[config.mk]
export PLATFORM = sky130hd
export DESIGN_NAME = lm71_temp_reader
export DESIGN_NICKNAME = d
export VERILOG_FILES = /design/src/rtl/lm71_temp_reader.sv
export SDC_FILE = /design/constraint.sdc
export NUM_CORES = 1
export LEC_CHECK = 0
export BUFFER_PORTS_ARGS = -buffer_cell sky130_fd_sc_hd__clkbuf_2
export CAP_MARGIN = 40
export CORE_UTILIZATION = 35
export DETAILED_ROUTE_END_ITERATION = 10
export PLACE_DENSITY_LB_ADDON = 0.08
export SYNTH_ARGS = -nofsm -noshare
export SYNTH_HDL_FRONTEND = slang
export SYNTH_SLANG_ARGS = --single-unit
[constraint.sdc]
create_clock -name clk_50 -period 3.3 [get_ports clk_50]
set_clock_uncertainty 0.1 [all_clocks]
set_input_delay 0.66 -clock clk_50 [delete_from_list [all_inputs] [get_ports clk_50]]
set_output_delay 0.66 -clock clk_50 [all_outputs]
set_load 0.005 [all_outputs]
[src/rtl/lm71_temp_reader.sv]
// Read-only serial reader for the LM71 temperature sensor (3-wire SPI-like).
// Polls periodically or on demand and presents raw and integer-degree readings.
module lm71_temp_reader #(
    parameter int unsigned CLK_DIV     = 25,
    parameter int unsigned POLL_CYCLES = 15_000_000
) (
    input  logic        clk_50,
    input  logic        reset_n,
    input  logic        enable,
    input  logic        start,
    input  logic        temp_sio_in,
    output logic        temp_cs_n,
    output logic        temp_sc,
    output logic [13:0] temp_raw,
    output logic [8:0]  temp_c,
    output logic        temp_valid,
    output logic        temp_err,
    output logic        busy
);

    localparam int unsigned DIV_W  = $clog2(2 * CLK_DIV);
    localparam int unsigned POLL_W = (POLL_CYCLES > 1) ? $clog2(POLL_CYCLES) : 1;

    localparam logic [2:0] ST_IDLE  = 3'd0;
    localparam logic [2:0] ST_SETUP = 3'd1;
    localparam logic [2:0] ST_SHIFT = 3'd2;
    localparam logic [2:0] ST_HOLD  = 3'd3;
    localparam logic [2:0] ST_DONE  = 3'd4;
    localparam logic [2:0] ST_GAP   = 3'd5;

    logic [2:0]        state_q, state_d;
    logic [DIV_W-1:0]  div_q, div_d;
    logic [3:0]        bit_q, bit_d;
    logic              phase_q, phase_d;
    logic [15:0]       shift_q, shift_d;
    logic [POLL_W-1:0] poll_q, poll_d;
    logic [1:0]        sync_q;
    logic              cs_n_q, cs_n_d;
    logic              sc_q, sc_d;
    logic [13:0]       raw_q, raw_d;
    logic [8:0]        c_q, c_d;
    logic              valid_q, valid_d;
    logic              err_q, err_d;
    logic              busy_q, busy_d;
    logic              poll_hit_c;
    logic              trigger_c;
    logic              div_end_c;

    always_ff @(posedge clk_50) begin
        if (!reset_n) begin
            state_q <= ST_IDLE;
            div_q   <= '0;
            bit_q   <= '0;
            phase_q <= 1'b0;
            shift_q <= '0;
            poll_q  <= '0;
            sync_q  <= '0;
            cs_n_q  <= 1'b1;
            sc_q    <= 1'b0;
            raw_q   <= '0;
            c_q     <= '0;
            valid_q <= 1'b0;
            err_q   <= 1'b0;
            busy_q  <= 1'b0;
        end else begin
            state_q <= state_d;
            div_q   <= div_d;
            bit_q   <= bit_d;
            phase_q <= phase_d;
            shift_q <= shift_d;
            poll_q  <= poll_d;
            sync_q  <= {sync_q[0], temp_sio_in};
            cs_n_q  <= cs_n_d;
            sc_q    <= sc_d;
            raw_q   <= raw_d;
            c_q     <= c_d;
            valid_q <= valid_d;
            err_q   <= err_d;
            busy_q  <= busy_d;
        end
    end

    always_comb begin
        state_d    = state_q;
        div_d      = div_q;
        bit_d      = bit_q;
        phase_d    = phase_q;
        shift_d    = shift_q;
        poll_d     = poll_q;
        raw_d      = raw_q;
        c_d        = c_q;
        err_d      = err_q;
        trigger_c  = 1'b0;
        poll_hit_c = enable && (poll_q == POLL_W'(POLL_CYCLES - 1));
        div_end_c  = (div_q == DIV_W'(CLK_DIV - 1));

        case (state_q)
            ST_IDLE: begin
                if (start || poll_hit_c) begin
                    trigger_c = 1'b1;
                    state_d   = ST_SETUP;
                    div_d     = '0;
                end
            end
            ST_SETUP: begin
                if (div_end_c) begin
                    state_d = ST_SHIFT;
                    div_d   = '0;
                    bit_d   = '0;
                    phase_d = 1'b0;
                end else begin
                    div_d = div_q + DIV_W'(1);
                end
            end
            ST_SHIFT: begin
                if (div_end_c) begin
                    div_d = '0;
                    if (!phase_q) begin
                        phase_d = 1'b1;
                    end else begin
                        // Sample at the end of the sc-high phase, MSB first
                        shift_d = {shift_q[14:0], sync_q[1]};
                        phase_d = 1'b0;
                        if (bit_q == 4'd15) begin
                            state_d = ST_HOLD;
                        end else begin
                            bit_d = bit_q + 4'd1;
                        end
                    end
                end else begin
                    div_d = div_q + DIV_W'(1);
                end
            end
            ST_HOLD: begin
                if (div_end_c) begin
                    state_d = ST_DONE;
                    div_d   = '0;
                    if (shift_q[1:0] == 2'b11) begin
                        raw_d = shift_q[15:2];
                        c_d   = shift_q[15:7];
                        err_d = 1'b0;
                    end else begin
                        err_d = 1'b1;
                    end
                end else begin
                    div_d = div_q + DIV_W'(1);
                end
            end
            ST_DONE: begin
                state_d = ST_GAP;
                div_d   = '0;
            end
            ST_GAP: begin
                if (div_q == DIV_W'(2 * CLK_DIV - 2)) begin
                    state_d = ST_IDLE;
                    div_d   = '0;
                end else begin
                    div_d = div_q + DIV_W'(1);
                end
            end
            default: begin
                state_d = ST_IDLE;
                div_d   = '0;
            end
        endcase

        // Poll counter restarts on every accepted frame and whenever polling is off
        if (!enable || trigger_c || poll_hit_c) begin
            poll_d = '0;
        end else begin
            poll_d = poll_q + POLL_W'(1);
        end

        cs_n_d  = !((state_d == ST_SETUP) || (state_d == ST_SHIFT) || (state_d == ST_HOLD));
        sc_d    = (state_d == ST_SHIFT) && phase_d;
        valid_d = (state_d == ST_DONE);
        busy_d  = (state_d != ST_IDLE);
    end

    assign temp_cs_n  = cs_n_q;
    assign temp_sc    = sc_q;
    assign temp_raw   = raw_q;
    assign temp_c     = c_q;
    assign temp_valid = valid_q;
    assign temp_err   = err_q;
    assign busy       = busy_q;

endmodule

==> qor.yml, run 1 <==
status: "completed"
chipWidth_um: 97.5
async_flop_share_pct: 0
hold_class: "reg2reg"
yosysWarnings: 0
setup_viol: 0
wl_um: 6100
max_freq_mhz: 429
fp-row-count: 34
maxSlewHeadroom_pct: 44.5
final_antenna_net_count: 0
drtIter0Drc: 65
overflow: 0
synth.yosys.seq_area_share_pct: 47.1
fin_setup_tns_ns: 0
dieArea_mm2: 0.00950
synthTopCellsByCount: "dfxtp_1, nor2_1, nand2_1, a21oi_1"
period_needed_ns: 2.33
syn_avg_cell_area_um2: 8.74
htree_levels: 3
io_pins: 33
num_vias: 2429
maxCapViolations: 0
clkTransAtPathRegs_ns: 0.09
dr.pass1.iters: 4
netlist_area_mm2: 0.00319
crit_arrival_ns: 2.45
final-hold-violation-count: 0
post-route-util_pct: 41.2
rsz0062_at_grt: "false"
grt_max_degree: 38
synth_edf_count: 0
wl_per_cell_um: 12.2
drv_slew: 0
reg2reg_depth: 5
grt_use_total_pct: 13.7
synthCells: 365
drive_gt1_share_pct: 16.0
initial_core_util_pct: 36.4
worstPathMaxFanout: 11
cts_tree: "built"
yosysTopAreaCell: "dfxtp_1"
leakagePower_nw: 1.30
grt_pass1_vias: 2197
numCtsBuffers: 9
cts_sinks: 75
power_density_mw_per_mm2: 495
hpwl_um: 4110
yosysMostFrequentCell: "dfxtp_1"
nNetsFinal: 399
endpoint_kind: "flop"
root_buffer: "clkbuf_8"
fin_hold_ws_ns: 0.337
synth_nets: 376
post_cts.repair.setup_buffers: 0
clk_latency_ns: 0.35
core_mm2: 0.00876
cts_buffer_depth: 2
routabilityCongestion: 0.709
die_h_um: 97.5
worstMarginPinSlew_ns: 0.827
io_buffer_count: 32
num_antenna_cells: 0
cts_hold_buf: 0
antenna_found_initial: 0
hold_depth: 2
synth_ff_type: "dfxtp_1"
period_share_pct: 70.7
crit_type: "reg2reg"
grt_pass1_wl_um: 10400
finalPower_mw: 1.79
vdd_drop_max_v: 0.000304
ys_ff_latch: 75
drc: 0
viasPerCell: 4.85
synth_cell_types: 46
synth_area_leaders: "dfxtp_1, nor2_1, nand2_1"
yosysTopAreaCellShare_pct: 47.1
post_cts_resize_count: 0
synthToLayoutAreaGrowth_pct: 13.3
worstSetupStartpointType: "flop"
fillers: 916
crit_required_ns: 3.42
-- final cells by class --
class	instances	area, µm²	area share (%)
well taps	108	135	3.74
repair buffers	37	198	5.47
flip-flops and latches	75	1500	41.6
inverters	13	48.8	1.35
clock inverters	7	106	2.94
clock buffers	9	124	3.43
multi-input cells	252	1500	41.5
-- report_power, final --
| part | internal, mW | total (mW) | leakage (nW) | switching, mW |
|---|---|---|---|---|
| combinational | 0.0188 | 0.0534 | 0.581 | 0.0346 |
| sequential | 0.911 | 0.916 | 0.606 | 0.00526 |
| clock | 0.440 | 0.818 | 0.117 | 0.378 |
| total | 1.37 | 1.79 | 1.30 | 0.418 |
-- per-stage QoR --
stage,setup slack [ns],instances,area [µm²]
after floorplan,1.01,365,3190
after global placement,1.01,485,3380
after detailed placement,0.940,485,3380
after CTS,0.930,501,3610
after global routing,0.741,501,3610
final,0.968,501,3610
-- sequential cells by signal, indices dropped and copies added (netlist names), 2 cells and up --
register	count
poll_q	24
div_q	6
temp_raw	14
state_q	3
bit_q	4
shift_q	16
sync_q	2
-- critical path, stage by stage, from the launching register on --
cell and delay, ns:
dfxtp_1 0.36, or4_4 0.55, nor4_4 0.29, a21oi_2 0.20
o21ai_0 0.59, nor2_1 0.10
-- metal layers --
metal,vias to the layer above,track usage (%),routed length (µm)
met2,38,21.0,2710
met3,9,4.17,189
met5,-,0,0
met4,0,6.11,116
met1,1102,17.8,3080
li1,1280,-,-
-- kinds of logic (layout without fill, tap and decap cells) --
family	count (synthesis)	in the layout	share of synthesized area, %
and+or+nand+nor	158	158	24.2
xor gates and xnor gates	25	25	6.87
muxes	16	16	5.02
DFF	75	75	47.1
AOI/OAI and AO/OA	47	47	8.55
adders and majority gates	6	6	2.35
buffers and inverters	38	66	5.88
-- cells in the final DEF (no fill, tap or decap), types with 3 or more instances in the layout --
cell       n
inv_1     13
nor3_1     5
a21oi_1   24
nand2_1   47
and3_1     5
dfxtp_1   75
and2_1     3
nand4_1    8
buf_4      5
nor2_1    50
xnor2_1    9
nand3_1   14
clkbuf_8   9
or4_1      3
mux2i_1   16
clkbuf_2  32
ha_1       6
o21ai_0    8
xor2_1    16
or3_1      4
inv_6      3
-- path summary, 6_finish.rpt --
path / endpoint / from / slack (ns)
setup / recovery: div_q[0]$_SDFFE_PN0P_ / poll_q[10]$_SDFF_PP0_ / 0.97
hold / removal: shift_q[0]$_SDFFE_PN0P_ / sync_q[1]$_SDFF_PN0_ / 0.34
setup reg to reg: div_q[0]$_SDFFE_PN0P_ / poll_q[10]$_SDFF_PP0_ / 0.97
hold reg to reg: shift_q[0]$_SDFFE_PN0P_ / sync_q[1]$_SDFF_PN0_ / 0.34
Note: power is estimated with default switching activity, not from simulation.
==> inputs of run 2 (changes only) <==
ABC_AREA = 1   (was not set)
clock period = 2.1 ns   (was 3.3 ns; I/O delays follow)
==> qor.yml, run 2 <==
status: "completed"
worstMarginPinSlew_ns: 0.446
grt_pass1_vias: 2815
dieArea_mm2: 0.0106
io_pins: 33
antenna_found_initial: 0
period_share_pct: 90.5
syn_avg_cell_area_um2: 7.28
period_needed_ns: 1.90
slowest_stage: "dfxtp_1"
crit_required_ns: 2.25
critPathLaunch: "div_q[0]$_SDFFE_PN0P_"
drtIter0Drc: 58
grt_use_total_pct: 15.8
chipWidth_um: 103
synth_edf_count: 0
synthToLayoutAreaGrowth_pct: 13.8
cts_buffer_depth: 2
rsz0062_at_grt: "false"
cts_tree: "built"
num_antenna_cells: 0
ys_ff_latch: 75
maxSlewHeadroom_pct: 70.2
min_from: "temp_sio_in"
nNetsFinal: 530
numCtsBuffers: 9
cpPeakStageDelay_ns: 0.36
io_buffer_count: 32
multiInputGateArea_mm2: 0.00172
root_buffer: "clkbuf_8"
htree_levels: 3
cpMostUsedCell: "nor2_1"
synth_nets: 501
finalPower_mw: 2.83
grt_max_degree: 35
yosysMostFrequentCell: "nor2_1"
path_buf_inv: 4
yosysTopAreaCell: "dfxtp_1"
worstReg2RegStart: "div_q[0]$_SDFFE_PN0P_"
clkTransAtPathRegs_ns: 0.09
worstPathMaxFanout: 14
synthCells: 490
drv_slew: 0
synth_ff_type: "dfxtp_1"
crit_type: "reg2reg"
async_flop_share_pct: 0
grt_pass1_wl_um: 13000
leakagePower_nw: 1.72
fillers: 1102
setup_viol: 0
fin_hold_ws_ns: 0.147
path_cells: "inv_1 -> ha_1 -> inv_1 -> nor2_1 -> nand2_4 -> inv_6 -> nand3_4 -> nor2_8 -> inv_4 -> nor2_1 -> nor2_1"
most-common-layout-cells: "nor2_1, dfxtp_1, nand2_1"
drive_gt1_share_pct: 13.9
final-hold-violation-count: 0
wl_per_cell_um: 11.6
overflow: 0
final_antenna_net_count: 0
drc: 0
wl_um: 7640
endpoint_kind: "flop"
regArea_mm2: 0.00150
synth_area_leaders: "dfxtp_1, nor2_1, nand2_1"
synth.yosys.seq_area_share_pct: 42.1
dr.pass1.iters: 4
clk_latency_ns: 0.35
routabilityCongestion: 0.804
regMostFlops: "poll_q"
power_density_mw_per_mm2: 698
die_h_um: 103
hpwl_um: 5490
synthTopCellsByCount: "nor2_1, dfxtp_1, nand2_1, inv_1, o21ai_0"
cts_sinks: 75
worstSetupStartpointType: "flop"
largest_reg_flops: 24
netlist_area_mm2: 0.00357
final_common_cell: "nor2_1"
max_freq_mhz: 526
critPathTopFamily: "simple AND/OR/NAND/NOR gates"
yosysTopAreaCellShare_pct: 42.1
yosysWarnings: 0
maxCapViolations: 0
initial_core_util_pct: 36.3
synth_cell_types: 39
core_mm2: 0.00982
crit_arrival_ns: 2.05
hold_class: "in2reg"
viasPerCell: 4.60
fin_setup_tns_ns: 0
num_vias: 3021
fp-row-count: 36
post-route-util_pct: 41.3
vdd_drop_max_v: 0.000315
run 2: report_power, final:
group / total [mW] / leakage, nW / internal [mW] / switching (mW)
Sequential: 1.44 / 0.605 / 1.43 / 0.00760
Clock: 1.30 / 0.118 / 0.717 / 0.583
Combinational: 0.0937 / 0.993 / 0.0302 / 0.0634
Total: 2.83 / 1.72 / 2.18 / 0.654
run 2: cell families after synthesis:
family,synth area share (%)
AOI/OAI and AO/OA,9.05
xor gates and xnor gates,4.18
adders and majority gates,2.11
buffers and inverters,9.93
DFF,42.1
and+or+nand+nor,32.6
run 2: tightest hold or removal path: cells and delay by family:
family | cells | cell delay [ns]
buf+inv | 2 | 0.11
simple gates | 1 | 0.04
run 2: layer usage:
metal	track usage, %	vias up	share of wire [%]
met5	0	-	0
met4	4.88	0	1.3
met3	4.61	8	2.7
met2	25.4	32	45
met1	20.4	1365	50
li1	-	1616	-
run 2: metrics by stage:
stage               setup WS, ns  instance area [µm²]  instances
global placement           0.155                 3780        638
global route              0.0242                 4060        657
detailed placement        0.0826                 3780        638
CTS                       0.0554                 4010        654
finish                     0.199                 4060        657
floorplan                  0.360                 3570        490
run 2: area by class of cell:
type / count / area share [%]
clock buffers: 10 / 3.39
clock inverters: 6 / 2.34
inverters: 53 / 5.21
multi-input cells: 342 / 42.3
flip-flops and latches: 75 / 37.0
well taps: 133 / 4.10
repair buffers: 38 / 5.67
run 2: final timing paths:
check                              to  slack (ns)  cells after the start
min              sync_q[0]$_SDFF_PN0_        0.15                      3
max          temp_raw[3]$_SDFFE_PN0P_        0.20                     11
max reg2reg  temp_raw[3]$_SDFFE_PN0P_        0.20                     11
min reg2reg      sync_q[1]$_SDFF_PN0_        0.32                      2
run 2: timing repair:
item                                    CTS  global route
hold buffers                              0             0
gates resized for setup                   0             4
endpoints found under the setup margin    0            17
buffers inserted                          0             3
==> inputs of run 3 (changes only) <==
CORE_UTILIZATION = 40   (was 35)
==> qor.yml, run 3 (synthesis gave the netlist of run 2 again) <==
status: "completed"
num_vias: 3028
fin_hold_ws_ns: 0.148
final_antenna_net_count: 0
crit_arrival_ns: 1.98
dr.pass1.iters: 4
cts_tree: "built"
viasPerCell: 4.78
drc: 0
die_h_um: 96.4
grt_max_degree: 25
rrSetupSlack_ns: 0.26
wl_um: 7510
synthToLayoutAreaGrowth_pct: 11.7
grt_pass1_wl_um: 12800
p_int_mw: 1.91
hold_depth: 3
setup_viol: 0
post-route-util_pct: 45.9
slowest_stage: "dfxtp_2"
regArea_mm2: 0.00150
routabilityCongestion: 0.882
p_seq_share_pct: 55.8
crit_required_ns: 2.24
final_common_cell: "nor2_1"
num_antenna_cells: 0
drv_slew: 0
hpwl_um: 5300
worstPathMaxFanout: 17
worstMarginPinSlew_ns: 0.428
io_buffer_count: 32
fin_setup_tns_ns: 0
worstReg2RegStart: "div_q[0]$_SDFFE_PN0P_"
critPathTopFamily: "simple AND/OR/NAND/NOR gates"
cts_sinks: 75
nNetsFinal: 532
numCtsBuffers: 9
power.switching_mw: 0.668
root_buffer: "clkbuf_8"
endpoint_kind: "flop"
worstSetupStartpointType: "flop"
clk_latency_ns: 0.35
cts_buffer_depth: 2
htree_levels: 3
design_area_mm2: 0.00398
drive_gt1_share_pct: 14.6
vdd_drop_max_v: 0.000350
max_freq_mhz: 545
min_from: "temp_sio_in"
clock_power_share_pct: 40.6
antenna_found_initial: 0
rsz0062_at_grt: "false"
period_share_pct: 87.4
most-common-layout-cells: "nor2_1, dfxtp_1, nand2_1"
reg2reg_depth: 11
core_mm2: 0.00868
maxCapViolations: 0
chipWidth_um: 96.4
wl_per_cell_um: 11.8
cpPeakStageDelay_ns: 0.37
fp-row-count: 34
crit_type: "reg2reg"
path_buf_inv: 4
grt_pass1_vias: 2825
final-hold-violation-count: 0
fillers: 917
min_to: "sync_q[0]$_SDFF_PN0_"
power_density_mw_per_mm2: 647
hold_class: "in2reg"
multiInputGateArea_mm2: 0.00173
switching_share_pct: 25.9
largest_reg_flops: 24
dpl_cell_area_mm2: 0.00376
leakagePower_nw: 1.70
fin_cells: 634
initial_core_util_pct: 41.1
period_needed_ns: 1.84
timing.rr.end: "shift_q[1]$_SDFFE_PN0P_"
place_inst: 614
comb_power_share_pct: 3.6
maxSlewHeadroom_pct: 71.4
path_cells: "inv_1 -> ha_1 -> inv_1 -> nor2_2 -> nand2_4 -> inv_6 -> ha_1 -> nand2_4 -> clkinv_4 -> nor2_1 -> nor2_1"
overflow: 0
drtIter0Drc: 39
cts_hold_buf: 0
clkTransAtPathRegs_ns: 0.09
regMostFlops: "poll_q"
dieArea_mm2: 0.00930
io_pins: 33
grt_use_total_pct: 17.8
-- run 3: changes by cell type in the layout (fill, tap and decap cells not counted), sizes merged --
cell / change
clkinv: +3
bufinv: -2
buf: +1
clkbuf: -1
nor2: +1
-- run 3: metal layers --
| layer | vias up | share of wire [%] | global-route usage [%] |
|---|---|---|---|
| met2 | 42 | 47 | 29.3 |
| met5 | - | 0 | 0 |
| met3 | 7 | 3.1 | 4.93 |
| li1 | 1626 | - | - |
| met1 | 1353 | 49 | 22.5 |
| met4 | 0 | 1.1 | 5.64 |
-- run 3: power groups by stage --
stage                     sequential [mW]  combinational, mW  clock, mW
after global routing                 1.44              0.109       1.14
after CTS                            1.44             0.0927       1.09
after detailed placement             1.47             0.0922          0
final                                1.44             0.0924       1.05
after floorplan                      1.47             0.0664          0
after global placement               1.47             0.0935          0
-- run 3: final cells by class --
| class | instances | share of cell area, % |
|---|---|---|
| inverter | 53 | 5.31 |
| multi-input combinational | 343 | 43.4 |
| sequential | 75 | 37.7 |
| clock buffer | 9 | 3.11 |
| timing repair buffer | 39 | 5.65 |
| tap | 108 | 3.39 |
| clock inverter | 7 | 1.41 |
-- run 3: stage by stage --
step / power, mW / setup slack [ns]
after global placement: 1.57 / 0.180
after global routing: 2.69 / 0.0463
after CTS: 2.62 / 0.0914
after floorplan: 1.54 / 0.360
final: 2.58 / 0.264
after detailed placement: 1.56 / 0.101
-- run 3: what timing repair did --
item	in CTS	in global routing
buffers inserted	0	3
endpoints found under the setup margin	0	25
resized for setup	0	7
-- run 3: tightest hold or removal path, stage by stage --
cell	delay, ns
clkbuf_2	0.08
nand2_1	0.04
inv_1	0.04
-- run 3: worst max-delay path by stage --
stage                               start                        to  depth (start not counted)
global route        div_q[0]$_SDFFE_PN0P_  temp_raw[2]$_SDFFE_PN0P_                         11
finish              div_q[0]$_SDFFE_PN0P_   shift_q[1]$_SDFFE_PN0P_                         11
CTS                 div_q[0]$_SDFFE_PN0P_   shift_q[1]$_SDFFE_PN0P_                         11
global placement    div_q[0]$_SDFFE_PN0P_  shift_q[11]$_SDFFE_PN0P_                         11
floorplan           div_q[0]$_SDFFE_PN0P_  shift_q[10]$_SDFFE_PN0P_                         12
detailed placement  div_q[0]$_SDFFE_PN0P_  shift_q[12]$_SDFFE_PN0P_                         11
